`config.mk`:
```
export PLATFORM = sky130hd
export DESIGN_NAME = pdm_decoder
export DESIGN_NICKNAME = d
export VERILOG_FILES = /design/src/rtl/pdm_decoder.sv
export SDC_FILE = /design/constraint.sdc
export NUM_CORES = 1
export LEC_CHECK = 0
export BUFFER_PORTS_ARGS = -buffer_cell sky130_fd_sc_hd__buf_2
export CAP_MARGIN = 20
export CORE_MARGIN = 3
export CORE_UTILIZATION = 42
export CTS_BUF_LIST = sky130_fd_sc_hd__clkbuf_16
export CTS_CLUSTER_SIZE = 25
export DETAILED_ROUTE_END_ITERATION = 7
export GPL_TIMING_DRIVEN = 0
export PLACE_DENSITY = 0.59
export SYNTH_ARGS = -nofsm -noshare
export SYNTH_HDL_FRONTEND = slang
export SYNTH_SLANG_ARGS = --single-unit
```
`constraint.sdc`:
```
create_clock -name clock -period 13.8 [get_ports clock]
set_input_delay 1.38 -clock clock [delete_from_list [all_inputs] [get_ports clock]]
set_output_delay 1.38 -clock clock [all_outputs]
set_load 0.05 [all_outputs]
```
`src/rtl/pdm_decoder.sv`:
```
// pdm_decoder: 1-bit PDM to unsigned NBITS amplitude via 3rd-order CIC, decimation 2^LOG2_R.
// Rev 1.0
`default_nettype none

module pdm_decoder #(
  parameter int NBITS  = 24,
  parameter int LOG2_R = 8
) (
  input  logic             clock,
  input  logic             reset,
  input  logic             enable,
  input  logic             din,
  output logic [NBITS-1:0] dout,
  output logic             valid
);

  localparam int P = 3 * LOG2_R;
  localparam int W = P + 1;

  logic [W-1:0]      i1_q, i2_q, i3_q, i1_d, i2_d, i3_d;
  logic [W-1:0]      d1_q, d2_q, d3_q, d1_d, d2_d, d3_d;
  logic [LOG2_R-1:0] cnt_q, cnt_d;
  logic              dec_q, dec_d;
  logic [NBITS-1:0]  dout_q, dout_d;
  logic              valid_q, valid_d;

  logic [W-1:0]      c1, c2, c3;
  logic [P-1:0]      sat;
  logic [NBITS-1:0]  scaled;

  assign c1  = i3_q - d1_q;
  assign c2  = c1 - d2_q;
  assign c3  = c2 - d3_q;
  // c3 never exceeds 2^P, so its top bit alone flags the single overflow value
  assign sat = c3[P] ? {P{1'b1}} : c3[P-1:0];

  generate
    if (P >= NBITS) begin : g_shr
      assign scaled = sat[P-1 -: NBITS];
    end else begin : g_shl
      assign scaled = {sat, {(NBITS-P){1'b0}}};
    end
  endgenerate

  always_comb begin
    i1_d    = i1_q;
    i2_d    = i2_q;
    i3_d    = i3_q;
    cnt_d   = cnt_q;
    d1_d    = d1_q;
    d2_d    = d2_q;
    d3_d    = d3_q;
    dout_d  = dout_q;
    dec_d   = enable && (&cnt_q);
    valid_d = dec_q;
    if (enable) begin
      i1_d  = i1_q + W'(din);
      i2_d  = i2_q + i1_q;
      i3_d  = i3_q + i2_q;
      cnt_d = cnt_q + LOG2_R'(1);
    end
    if (dec_q) begin
      d1_d   = i3_q;
      d2_d   = c1;
      d3_d   = c2;
      dout_d = scaled;
    end
  end

  always_ff @(posedge clock or negedge reset) begin
    if (!reset) begin
      i1_q    <= '0;
      i2_q    <= '0;
      i3_q    <= '0;
      d1_q    <= '0;
      d2_q    <= '0;
      d3_q    <= '0;
      cnt_q   <= '0;
      dec_q   <= 1'b0;
      dout_q  <= '0;
      valid_q <= 1'b0;
    end else begin
      i1_q    <= i1_d;
      i2_q    <= i2_d;
      i3_q    <= i3_d;
      d1_q    <= d1_d;
      d2_q    <= d2_d;
      d3_q    <= d3_d;
      cnt_q   <= cnt_d;
      dec_q   <= dec_d;
      dout_q  <= dout_d;
      valid_q <= valid_d;
    end
  end

  assign dout  = dout_q;
  assign valid = valid_q;

endmodule

`default_nettype wire

```
==> summary.txt <==
Finish
  – Ant diodes: 0
  – Most common cell after layout, fill and taps aside: dfrtp_1
  – Area growth syn-to-layout: 9.60%
  – Layout Nets: about 1600
  – Most frequent cells in the layout: dfrtp_1, nand2_1, ha_1
  – Final instance area: about 0.014 sq mm
  – Share of layout cells above drive strength 1: 9.65%

Detailed routing
  – Antenna viol nets, final: 0
  – WL met2: about 13 mm
  – Drt pass-1 iters: 5
  – Total wire length: ~28 mm
  – Vias per cell: approximately 5.3
  – # DRC: 0
  – DR vias: around 9900
  – Starting DRT DRC Count: about 450
  – WL/cell: 14.7 microns
  – Metal-1 WL: 13.6 mm
  – Top Metal Used: met4
  – WL met3: between 700 and 800 microns

Placement
  – DP Area: 0.0137 sq mm
  – I/O Buffers: 28
  – GPL Wtd Cong: roughly 0.84
  – Hpwl dp: between 20 and 25 mm

STA
  – Worst Max-Slew Pin Slew: slightly below 0.9 ns
  – Hold Vio Cnt, Final: 0
  – Max-Slew Margin vs Limit: a little over two fifths
  – Min Tclk post-route: ~6.4 ns
  – Final setup vio count: 0
  – RSZ-0062 raised after global routing: no
  – Worst clock skew: approximately 0.016 ns
  – Number of max-slew violations in the final report: 0
  – Period utilization: 46.1%
  – Setup TNS: 0 ns
  – FMAX: 157 MHz

Clocking
  – Max clock buf depth: 2
  – # H-tree levels: 4
  – Post_cts resized: 0
  – Clk sink count: ~180
  – Post-CTS Hold Buffers: 0
  – Number of setup buffers added after CTS: 0
  – Root Driver: clkbuf_16
  – Worst skew pair latency: 0.44 ns
  – Clock transition at path regs: around 0.080 ns
  – Num CTS Buffers: 17
  – CTS tree: done

Worst setup path
  – CP dominant cell by count: ha_1
  – WP data required: approximately 14 ns
  – Slowest-stage cell, CP: ha_1
  – Worst EP arrival: ~6.7 ns
  – Critical Path End Type: register
  – Kind of cell adding the most delay to the critical path: compound AO/OA/AOI/OAI gates
  – Slowest stage delay, CP: about 0.43 ns
  – Startpoint types: register
  – CP max FO: 10
  – Crit path kind: register to register
  – CP Buf/Inv Count: 3

Floorplanning
  – Initial Util: 43.3%
  – Die H: 182 microns
  – # IOs: 29
  – Core ar.: just over 0.03 sq mm
  – Die Span X: around 180 microns
  – Die area: 0.0333 sq mm
  – Standard-cell rows: 63

Yosys
  – Sequential area share after synthesis: approximately a third
  – Gate Count Post-Synth: about 1400
  – Mapped Nets: around 1600
  – Mapped cell area: 0.0131 sq mm
  – Post-synth cell types: 81
  – Top FF cell, synth: dfrtp_1
  – Post-synth EDFFs: 0
  – Asr flop ratio synth: 100%
  – Syn. warnings: 0
  – Yosys reg bits: roughly 180
  – Mapped Avg Cell Area: 9.14 sq um

Global route
  – First-pass GRT wire length: around 48 mm
  – Pin count of the biggest net entering global routing: between 90 and 100
  – GR Util All Layers: 17.2%
  – Grt ovf: 0
  – Vias in the first global route: about 9600
  – Initial antenna violation count: 0

Hold path
  – HP Class: register to register

Job
  – Maxcap violations: 0

Outcome
  – Status: completed
-- stage by stage --
step                      std cells  hold WS, ns  worst slack, ns  utilization (%)
after floorplan                1431        0.390             8.25                -
after global placement         1849        0.422             7.45             45.4
after detailed placement       1850        0.418             7.39             45.5
after CTS                      1882        0.438             7.36             47.5
after global routing           1882        0.456             6.82             47.5
final                          1882        0.427             7.44             47.5
-- kinds of logic after synthesis --
group	Yosys count	share of synthesized area, %
AO/OA/AOI/OAI	418	20.9
XOR/XNOR	133	9.02
adder cells (fa/ha/maj)	128	12.5
buffers and inverters	148	4.50
flip-flops	184	35.2
multiplexers	56	4.74
AND/OR/NAND/NOR	364	13.1
-- path summary, 6_finish.rpt --
check / startpoint / end / slack, ns / cells after the start
max in group asynchronous: reset / i1_q[13] / 11.95 / 2
min in group asynchronous: reset / dout[0] / 0.95 / 1
hold / removal: dec_q / valid / 0.43 / 0
setup / recovery: i3_q[0] / dout[10] / 7.44 / 27
setup reg to reg: i3_q[0] / dout[10] / 7.44 / 27
hold reg to reg: dec_q / valid / 0.43 / 0
-- per-layer routing --
| layer | vias up | global-route usage [%] |
|---|---|---|
| met5 | - | 0 |
| met4 | 0 | 5.03 |
| met3 | 29 | 2.67 |
| met2 | 125 | 28.2 |
| met1 | 4582 | 23.5 |
| li1 | 5194 | - |
-- area by class of cell --
cell class | count | area (sq um)
Buffer | 36 | 168
Clock buffer | 17 | 425
Clock inverter | 15 | 165
Fill cell | 2962 | 15900
Inverter | 112 | 420
Multi-Input combinational cell | 1099 | 7890
Sequential cell | 184 | 4600
Tap cell | 390 | 488
Timing Repair Buffer | 29 | 178
-- cells in the mapped netlist, drive strengths merged, types with 3 or more instances --
| master | number | area (sq um) |
|---|---|---|
| a2111o | 3 | 33.8 |
| a211o | 4 | 36.3 |
| a211oi | 11 | 82.6 |
| a21boi | 6 | 45.1 |
| a21o | 53 | 399 |
| a21oi | 96 | 484 |
| a31oi | 29 | 283 |
| a41oi | 3 | 26.3 |
| and2 | 3 | 18.8 |
| and3 | 18 | 114 |
| and4 | 4 | 35.0 |
| buf | 9 | 52.6 |
| clkbuf | 25 | 95.1 |
| dfrtp | 184 | 4600 |
| fa | 5 | 100 |
| ha | 123 | 1540 |
| inv | 111 | 417 |
| mux2 | 47 | 529 |
| mux2i | 9 | 90.1 |
| nand2 | 139 | 522 |
| nand2b | 8 | 50.1 |
| nand3 | 28 | 145 |
| nand3b | 10 | 75.1 |
| nand4 | 13 | 81.3 |
| nor2 | 82 | 308 |
| nor2b | 15 | 93.8 |
| nor3 | 17 | 85.1 |
| nor4 | 4 | 25.0 |
| o2111ai | 4 | 41.3 |
| o211ai | 13 | 108 |
| o21a | 22 | 168 |
| o21ai | 130 | 662 |
| o21bai | 17 | 128 |
| o31ai | 6 | 45.0 |
| or2 | 6 | 37.5 |
| or3 | 11 | 68.8 |
| xnor2 | 93 | 822 |
| xor2 | 40 | 358 |
-- sequential cells by signal, summed over array words and instances, names as in the netlist --
signal,cells
cnt_q,8
d1_q,25
d2_q,25
d3_q,25
dec_q,1
dout,24
i1_q,25
i2_q,25
i3_q,25
valid,1
Power is left out: the tool's default activity adds up to more than one toggle a clock period on the data nets, which glitch-free logic cannot reach.
